**src/rtl/uart_tx_cfg.sv**
```systemverilog
// Configurable UART transmitter: start bit, DATA_BITS data bits LSB first,
// optional odd/even parity, one or two stop bits, valid/ready word intake.
module uart_tx_cfg #(
    parameter int unsigned CLKS_PER_BIT = 10416,
    parameter int unsigned DATA_BITS    = 8,
    parameter int unsigned PARITY       = 0,
    parameter int unsigned STOP_BITS    = 1
) (
    input  logic                 clk,
    input  logic                 reset,
    input  logic [DATA_BITS-1:0] tx_data,
    input  logic                 tx_valid,
    output logic                 tx_ready,
    output logic                 txd,
    output logic                 busy,
    output logic                 tx_done
);

    localparam int unsigned     BAUD_W    = (CLKS_PER_BIT > 1) ? $clog2(CLKS_PER_BIT) : 1;
    localparam logic [BAUD_W-1:0] BAUD_LAST = BAUD_W'(CLKS_PER_BIT - 1);
    localparam logic [3:0]      DATA_LAST = 4'(DATA_BITS - 1);
    localparam logic [3:0]      STOP_LAST = 4'(STOP_BITS - 1);

    if (DATA_BITS < 5 || DATA_BITS > 9) begin : g_bad_data_bits
        $error("uart_tx_cfg: DATA_BITS must be in 5..9");
    end
    if (PARITY > 2) begin : g_bad_parity
        $error("uart_tx_cfg: PARITY must be 0, 1 or 2");
    end
    if (STOP_BITS < 1 || STOP_BITS > 2) begin : g_bad_stop_bits
        $error("uart_tx_cfg: STOP_BITS must be 1 or 2");
    end
    if (CLKS_PER_BIT < 2) begin : g_bad_clks_per_bit
        $error("uart_tx_cfg: CLKS_PER_BIT must be at least 2");
    end

    typedef enum logic [2:0] {
        S_IDLE,
        S_START,
        S_DATA,
        S_PARITY,
        S_STOP
    } state_t;

    state_t                state_q, state_d;
    logic [BAUD_W-1:0]     baud_q, baud_d;
    logic [3:0]            bit_q, bit_d;
    logic [DATA_BITS-1:0]  shreg_q, shreg_d;
    logic                  par_q, par_d;
    logic                  txd_q, txd_d;
    logic                  busy_q, busy_d;
    logic                  done_q, done_d;
    logic                  accept;
    logic                  bit_end;

    assign tx_ready = (state_q == S_IDLE) && !reset;
    assign txd      = txd_q;
    assign busy     = busy_q;
    assign tx_done  = done_q;

    // Next-state, datapath and registered-output computation
    always_comb begin
        state_d = state_q;
        baud_d  = baud_q;
        bit_d   = bit_q;
        shreg_d = shreg_q;
        par_d   = par_q;
        txd_d   = txd_q;

        accept  = tx_valid && tx_ready;
        bit_end = (baud_q == BAUD_LAST);

        if (state_q != S_IDLE) begin
            baud_d = bit_end ? '0 : baud_q + BAUD_W'(1);
        end

        unique case (state_q)
            S_IDLE: begin
                txd_d = 1'b1;
                if (accept) begin
                    state_d = S_START;
                    txd_d   = 1'b0;
                    shreg_d = tx_data;
                    par_d   = (PARITY == 2) ? (^tx_data) : (~^tx_data);
                    baud_d  = '0;
                    bit_d   = '0;
                end
            end
            S_START: begin
                if (bit_end) begin
                    state_d = S_DATA;
                    bit_d   = '0;
                    txd_d   = shreg_q[0];
                    shreg_d = shreg_q >> 1;
                end
            end
            S_DATA: begin
                if (bit_end) begin
                    if (bit_q == DATA_LAST) begin
                        bit_d = '0;
                        if (PARITY != 0) begin
                            state_d = S_PARITY;
                            txd_d   = par_q;
                        end else begin
                            state_d = S_STOP;
                            txd_d   = 1'b1;
                        end
                    end else begin
                        bit_d   = bit_q + 4'd1;
                        txd_d   = shreg_q[0];
                        shreg_d = shreg_q >> 1;
                    end
                end
            end
            S_PARITY: begin
                if (bit_end) begin
                    state_d = S_STOP;
                    bit_d   = '0;
                    txd_d   = 1'b1;
                end
            end
            S_STOP: begin
                txd_d = 1'b1;
                if (bit_end) begin
                    if (bit_q == STOP_LAST) begin
                        state_d = S_IDLE;
                        bit_d   = '0;
                    end else begin
                        bit_d = bit_q + 4'd1;
                    end
                end
            end
            default: begin
                state_d = S_IDLE;
                txd_d   = 1'b1;
                baud_d  = '0;
                bit_d   = '0;
            end
        endcase

        busy_d = (state_d != S_IDLE);
        // Flag the final cycle of the last stop bit so it lines up with the last busy cycle
        done_d = (state_d == S_STOP) && (baud_d == BAUD_LAST) && (bit_d == STOP_LAST);
    end

    always_ff @(posedge clk) begin
        if (reset) begin
            state_q <= S_IDLE;
            baud_q  <= '0;
            bit_q   <= '0;
            shreg_q <= '0;
            par_q   <= 1'b0;
            txd_q   <= 1'b1;
            busy_q  <= 1'b0;
            done_q  <= 1'b0;
        end else begin
            state_q <= state_d;
            baud_q  <= baud_d;
            bit_q   <= bit_d;
            shreg_q <= shreg_d;
            par_q   <= par_d;
            txd_q   <= txd_d;
            busy_q  <= busy_d;
            done_q  <= done_d;
        end
    end

endmodule

```
**config.mk**
```make
export PLATFORM = sky130hd
export DESIGN_NAME = uart_tx_cfg
export DESIGN_NICKNAME = d
export VERILOG_FILES = /design/src/rtl/uart_tx_cfg.sv
export SDC_FILE = /design/constraint.sdc
export NUM_CORES = 1
export LEC_CHECK = 0
export ABC_CLOCK_PERIOD_IN_PS = 3000
export CORE_MARGIN = 3
export CORE_UTILIZATION = 30
export DETAILED_ROUTE_END_ITERATION = 7
export GPL_ROUTABILITY_DRIVEN = 0
export PLACE_DENSITY_LB_ADDON = 0.15
export SYNTH_ARGS = -nofsm -noshare
export SYNTH_HDL_FRONTEND = slang
export SYNTH_SLANG_ARGS = --single-unit
```
**constraint.sdc**
```tcl
create_clock -name clk -period 3 [get_ports clk]
set_input_delay 0.9 -clock clk [delete_from_list [all_inputs] [get_ports clk]]
set_output_delay 0.9 -clock clk [all_outputs]
set_load 0.01 [all_outputs]
```
==> metrics.txt, run 1 <==
CTS tree done; Syn Area/Cell 8.15 sq um; CP cell instances or3_1, nor2_2, clkdlybuf4s50_1; Critical Path RT 2.10 ns; clock sinks 32; max-cap viol count 0; I/O Pins 15; vias in the first global route 1485; status complete, no violations; sequential share of power 47.5%; Die H 82.8 um; power per standard cell area 445 nW/um^2; clk_skew 0.00382 ns; final worst-path cycle share 93.4%; final wirelength 4600 um; Core Area 5610 sq um; Die Wd 82.8 um; DRT antenna net count 0; type of the worst setup path reg -> out; actual slew at the worst max-slew pin 0.590 ns; fin util 38.4%; Area Growth Syn to Fin 21.9%; CTS Buffer Depth 2; detailed-route via count 1639; CP Capture Type output port; number of buffers created by CTS 5; Clock transition at path regs 0.07 ns; CP Capture Point tx_ready; Slew Viols, Final 0; setup violators final 0; initial drt markers 121; clock network power share 35.7%; RSZ-0062 raised after global routing false; FMAX 357 MHz; Rel. slew slack 60.7%; Switching Share 26.3%; first-pass GRT wire length 7450 um; WL per Instance 14.6 um; P_leak 0.754 nW; Internal Pwr Total 0.707 mW; clock latency at the later pin of the worst-skew pair 0.28 ns; R2R Path End tx_done; die area 6850 sq um; CP top delay family simple AND/OR/NAND/NOR gates; Mapped Area 1770 sq um; DRC Markers 0; Syn Nets 231; Comb power frac 16.8%; Worst R2R Path Depth 6; dpl ws -0.102 ns; sequential share of the synthesized area 36.2%; layout cells sized above 1 10.3%; R2R Path Start state_q[0]; CP peak stage delay 0.55 ns; total global-route track usage 14.5%; aggregate global routing overflow 0; source of the critical timing path state_q[0]; pin count of the biggest net entering global routing 16; # nets final 256; Starting Density 31.5%; first drt pass iteration count 4; root buffer cell clkbuf_8; number of antenna diodes 0; fin worst setup slack 0.198 ns; crit path launch type flop; Final Critical Period 2.80 ns; #FFs+latches synth 32; Synth cell types 48; I/O Buffers 14; Net Switching 0.252 mW; Critical Path Fanout Max 6; Crit-path slowest cell clkdlybuf4s50_1; row count 27; postcts setup bufs 0; initial antenna violation count 0; Hold Vio Cnt, Final 0; DP HPWL 3400 um; H-tree depth 2; Worst R2R Setup Slack 0.46 ns; Critical Path AT 1.90 ns; worst min path class reg -> reg; commonest cells after routing, fill and taps aside nor2_1 (39), dfxtp_1 (32), a21oi_1 (17); crit path buf inv count 1; commonest non-fill, non-tap cell in the layout nor2_1; Syn. warnings 0; Stages on worst setup path 3; vias per cell 5.20; Max rail drop VDD 0.000188 V; synthesized instance count 217
-- power groups by stage --
stage | sequential (mW) | combinational [mW] | clock [mW]
after floorplan | 0.462 | 0.0989 | 0
after global placement | 0.465 | 0.164 | 0
after detailed placement | 0.465 | 0.162 | 0
after CTS | 0.455 | 0.163 | 0.358
after global routing | 0.457 | 0.181 | 0.377
final | 0.456 | 0.162 | 0.342
-- cell type report --
class                      count  area, sq um
tap                           72         90.1
multi-input combinational    172         1080
sequential                    32          641
fill                         599         3450
timing repair buffer          28          244
clock buffer                   8         90.1
inverter                       3         11.3
-- per-stage QoR --
stage / power, mW / instance area, sq um / TNS, ns / hold WS (ns) / std cells
3_5_place_dp: 0.626 / 2060 / -0.167 / 0.471 / 307
3_3_place_gp: 0.628 / 2060 / -0.146 / 0.457 / 307
4_1_cts: 0.976 / 2150 / 0 / 0.492 / 315
6_report: 0.959 / 2150 / 0 / 0.485 / 315
2_1_floorplan: 0.561 / 1770 / 0 / 0.454 / 217
5_1_grt: 1.01 / 2150 / 0 / 0.524 / 315
-- sequential cells by signal, indices dropped and copies added, names as in the netlist --
signal   count
baud_q      14
shreg_q      8
bit_q        4
state_q      3
busy         1
tx_done      1
txd          1
-- tightest hold or removal path, delay by kind of cell (launching register included) --
family,cells,cell delay [ns]
DFF,1,0.34
muxes,1,0.07
and+or+nand+nor,1,0.06
-- cells by family after synthesis --
family	count (synthesis)	share of synthesized area [%]
AO/OA/AOI/OAI	46	17.0
XOR/XNOR	12	5.94
adder cells (fa/ha/maj)	3	2.12
buffers and inverters	13	2.90
flip-flops	32	36.2
multiplexers	8	4.53
AND/OR/NAND/NOR	103	31.3
-- worst min-delay path by stage --
stage          startpoint    endpoint  slack (ns)  cells after the start
2_1_floorplan  shreg_q[7]  shreg_q[7]        0.45                      2
5_1_grt               txd         txd        0.52                      2
4_1_cts               txd         txd        0.49                      2
6_report              txd         txd        0.49                      2
3_5_place_dp          txd         txd        0.47                      2
3_3_place_gp          txd         txd        0.46                      2
-- synth_stat cells (all sizes together) --
cell     number  area [sq um]
nor2         41           161
dfxtp        32           641
a21oi        18          93.8
nand2        12          45.0
nand2b        9          56.3
clkbuf        8          30.0
mux2i         8          80.1
o21ai         8          40.0
nand3         7          35.0
nor3          6          35.0
xnor2         6          52.6
xor2          6          52.6
a32oi         5          43.8
or4b          4          40.0
a31oi         3          18.8
ha            3          37.5
inv           3          11.3
nor3b         3          22.5
nor4          3          25.0
and4          2          17.5
buf           2          10.0
nand4         2          12.5
nor2b         2          12.5
nor4b         2          17.5
o31ai         2          15.0
or3           2          12.5
or4           2          15.0
a221o         1          10.0
a221oi        1          8.76
a22oi         1          7.51
a2bb2oi       1          8.76
a311oi        1          8.76
and2          1          6.26
and3          1          6.26
and4b         1          10.0
nand3b        1          7.51
o2111ai       1          8.76
o211a         1          10.0
o21a          1          7.51
o221ai        1          8.76
o311a         1          10.0
or2           1          6.26
or3b          1          8.76
-- what timing repair did --
action                     CTS  global route
setup endpoints to repair    1             0
gates resized for setup      2             0
hold buffers                 0             0
-- per-layer routing --
metal / vias up / global-route usage, % / part of all wire [%]
met5: - / 0 / 0
met1: 767 / 19.7 / 48
met3: 4 / 3.25 / 4.6
li1: 832 / - / -
met2: 36 / 22.4 / 46
met4: 0 / 5.39 / 1.3
Note: power is estimated with default switching activity, not from simulation.
==> inputs of run 2 (changes only) <==
--- a/config.mk
+++ b/config.mk
@@ -9,7 +9,9 @@
 export CORE_MARGIN = 3
 export CORE_UTILIZATION = 30
+export CTS_CLUSTER_SIZE = 28
 export DETAILED_ROUTE_END_ITERATION = 7
 export GPL_ROUTABILITY_DRIVEN = 0
 export PLACE_DENSITY_LB_ADDON = 0.15
+export SKIP_CTS_REPAIR_TIMING = 1
 export SYNTH_ARGS = -nofsm -noshare
 export SYNTH_HDL_FRONTEND = slang
==> constraint.sdc (replaced) <==
create_clock -name clk -period 3 [get_ports clk]
set_input_delay 0.3 -clock clk [delete_from_list [all_inputs] [get_ports clk]]
set_output_delay 0.3 -clock clk [all_outputs]
set_load 0.01 [all_outputs]
==> metrics.txt, run 2 (synthesis gave the netlist of run 1 again) <==
detailed-route via count 1643 (+0.24%); Hold Vio Cnt, Final 0 (unchanged); # nets final 249 (-2.7%); clock sinks 32 (unchanged); fin util 37.1% (-1.3 points); crit path launch type flop; Slew Viols, Final 0 (unchanged); row count 27 (unchanged); CTS Buffer Depth 2 (unchanged); Critical Path AT 2.85 ns (+0.95 ns); pin count of the biggest net entering global routing 19 (+3); I/O Pins 15 (unchanged); DP HPWL 3360 um (-1.1%); Filler cells 605 (+1.0%); Worst R2R Path Depth 6 (unchanged); Starting Density 31.5% (unchanged); final hold slack 0.480 ns (-0.00519 ns); max-cap viol count 0 (unchanged); CTS tree done; biggest regs baud_q (14), shreg_q (8), bit_q (4); Finished Layout Cells 305 (-3.2%); hold path cells 2 (unchanged); vias per cell 5.39 (+3.5%); Area Growth Syn to Fin 17.6%; DRC Markers 0 (unchanged); Core Area 5610 sq um (unchanged); aggregate global routing overflow 0 (unchanged); WL per Instance 15.3 um (+4.6%); Max rail drop VDD 0.000130 V (-31%); commonest cells after routing, fill and taps aside nor2_1 (40), dfxtp_1 (32), a21oi_1 (17); status complete, no violations; CP Capture Type flop; final worst-path cycle share 88.8% (-4.5 points); P_leak 0.709 nW (-6.0%); first-pass GRT wire length 7420 um (-0.38%); Fin Setup TNS 0 ns (unchanged); Die Wd 82.8 um (unchanged); fin worst setup slack 0.335 ns (+0.136 ns); initial drt markers 82 (-32%); setup violators final 0 (unchanged); clock latency at the later pin of the worst-skew pair 0.28 ns (about the same); layout cells sized above 1 6.87% (-3.4 points); dpl ws 0.367 ns (+0.469 ns); Critical Path RT 3.19 ns (+1.09 ns); die area 6850 sq um (unchanged); max reg flops 14 (unchanged); Clock transition at path regs 0.06 ns (about the same); RSZ-0062 raised after global routing false; DRT antenna net count 0 (unchanged); number of buffers created by CTS 5 (unchanged); Critical Path Fanout Max 12 (+6); FMAX 375 MHz (+5.1%); H-tree depth 2 (unchanged); commonest non-fill, non-tap cell in the layout nor2_1; vias in the first global route 1501 (+1.1%); type of the worst setup path reg -> reg; actual slew at the worst max-slew pin 0.651 ns (+0.0617 ns); clk_skew 0.00364 ns (-0.000190 ns); worst min path class reg -> reg; root buffer cell clkbuf_8; I/O Buffers 14 (unchanged); Die H 82.8 um (unchanged); initial antenna violation count 0 (unchanged); Cells after DPL 300 (-2.3%); final wirelength 4660 um (+1.3%); Rel. slew slack 56.5% (-4.2 points); power per standard cell area 430 nW/um^2 (-3.3%); Final Critical Period 2.67 ns (-0.136 ns); first drt pass iteration count 4 (unchanged); total global-route track usage 14.5% (-0.074 points); Largest Register baud_q; number of antenna diodes 0 (unchanged)
[run 2: stage by stage]
stage,power [mW],instance area (sq um)
after floorplan,0.561,1770
after global placement,0.617,2010
after detailed placement,0.616,2010
after global routing,0.945,2080
after CTS,0.908,2080
final,0.895,2080
[run 2: power by group]
part           internal (mW)  total (mW)  switching (mW)
Sequential             0.443       0.458          0.0148
Combinational         0.0680       0.149          0.0809
Clock                  0.149       0.289           0.140
[run 2: final timing paths]
path               from      end  slack [ns]
max          state_q[0]  tx_done        0.33
min                 txd      txd        0.48
max reg2reg  state_q[0]  tx_done        0.33
min reg2reg         txd      txd        0.48
[run 2: layout make-up]
| type | instances | area (sq um) | area share [%] |
|---|---|---|---|
| Clock buffer | 5 | 68.8 | 3.31 |
| Sequential cell | 32 | 641 | 30.8 |
| Tap cell | 72 | 90.1 | 4.33 |
| Multi-Input combinational cell | 172 | 1080 | 51.7 |
| Inverter | 3 | 11.3 | 0.542 |
| Timing Repair Buffer | 21 | 193 | 9.27 |
[run 2: worst max-delay path, cell delays in order, from the launching register on]
cell and delay (ns):
dfxtp_1 0.58, or3_1 0.38, nand2b_1 0.16, xor2_1 0.17
or4_1 0.51, or4b_1 0.52, nor4_2 0.25
[run 2: metal layers]
metal / vias up / track usage, % / share of wire [%] / wire length (um)
met5: - / 0 / 0 / 0
met1: 780 / 18.8 / 47 / 2200
met2: 38 / 22.9 / 48 / 2240
li1: 818 / - / - / -
met3: 7 / 3.80 / 3.6 / 168
met4: 0 / 5.39 / 1.1 / 51
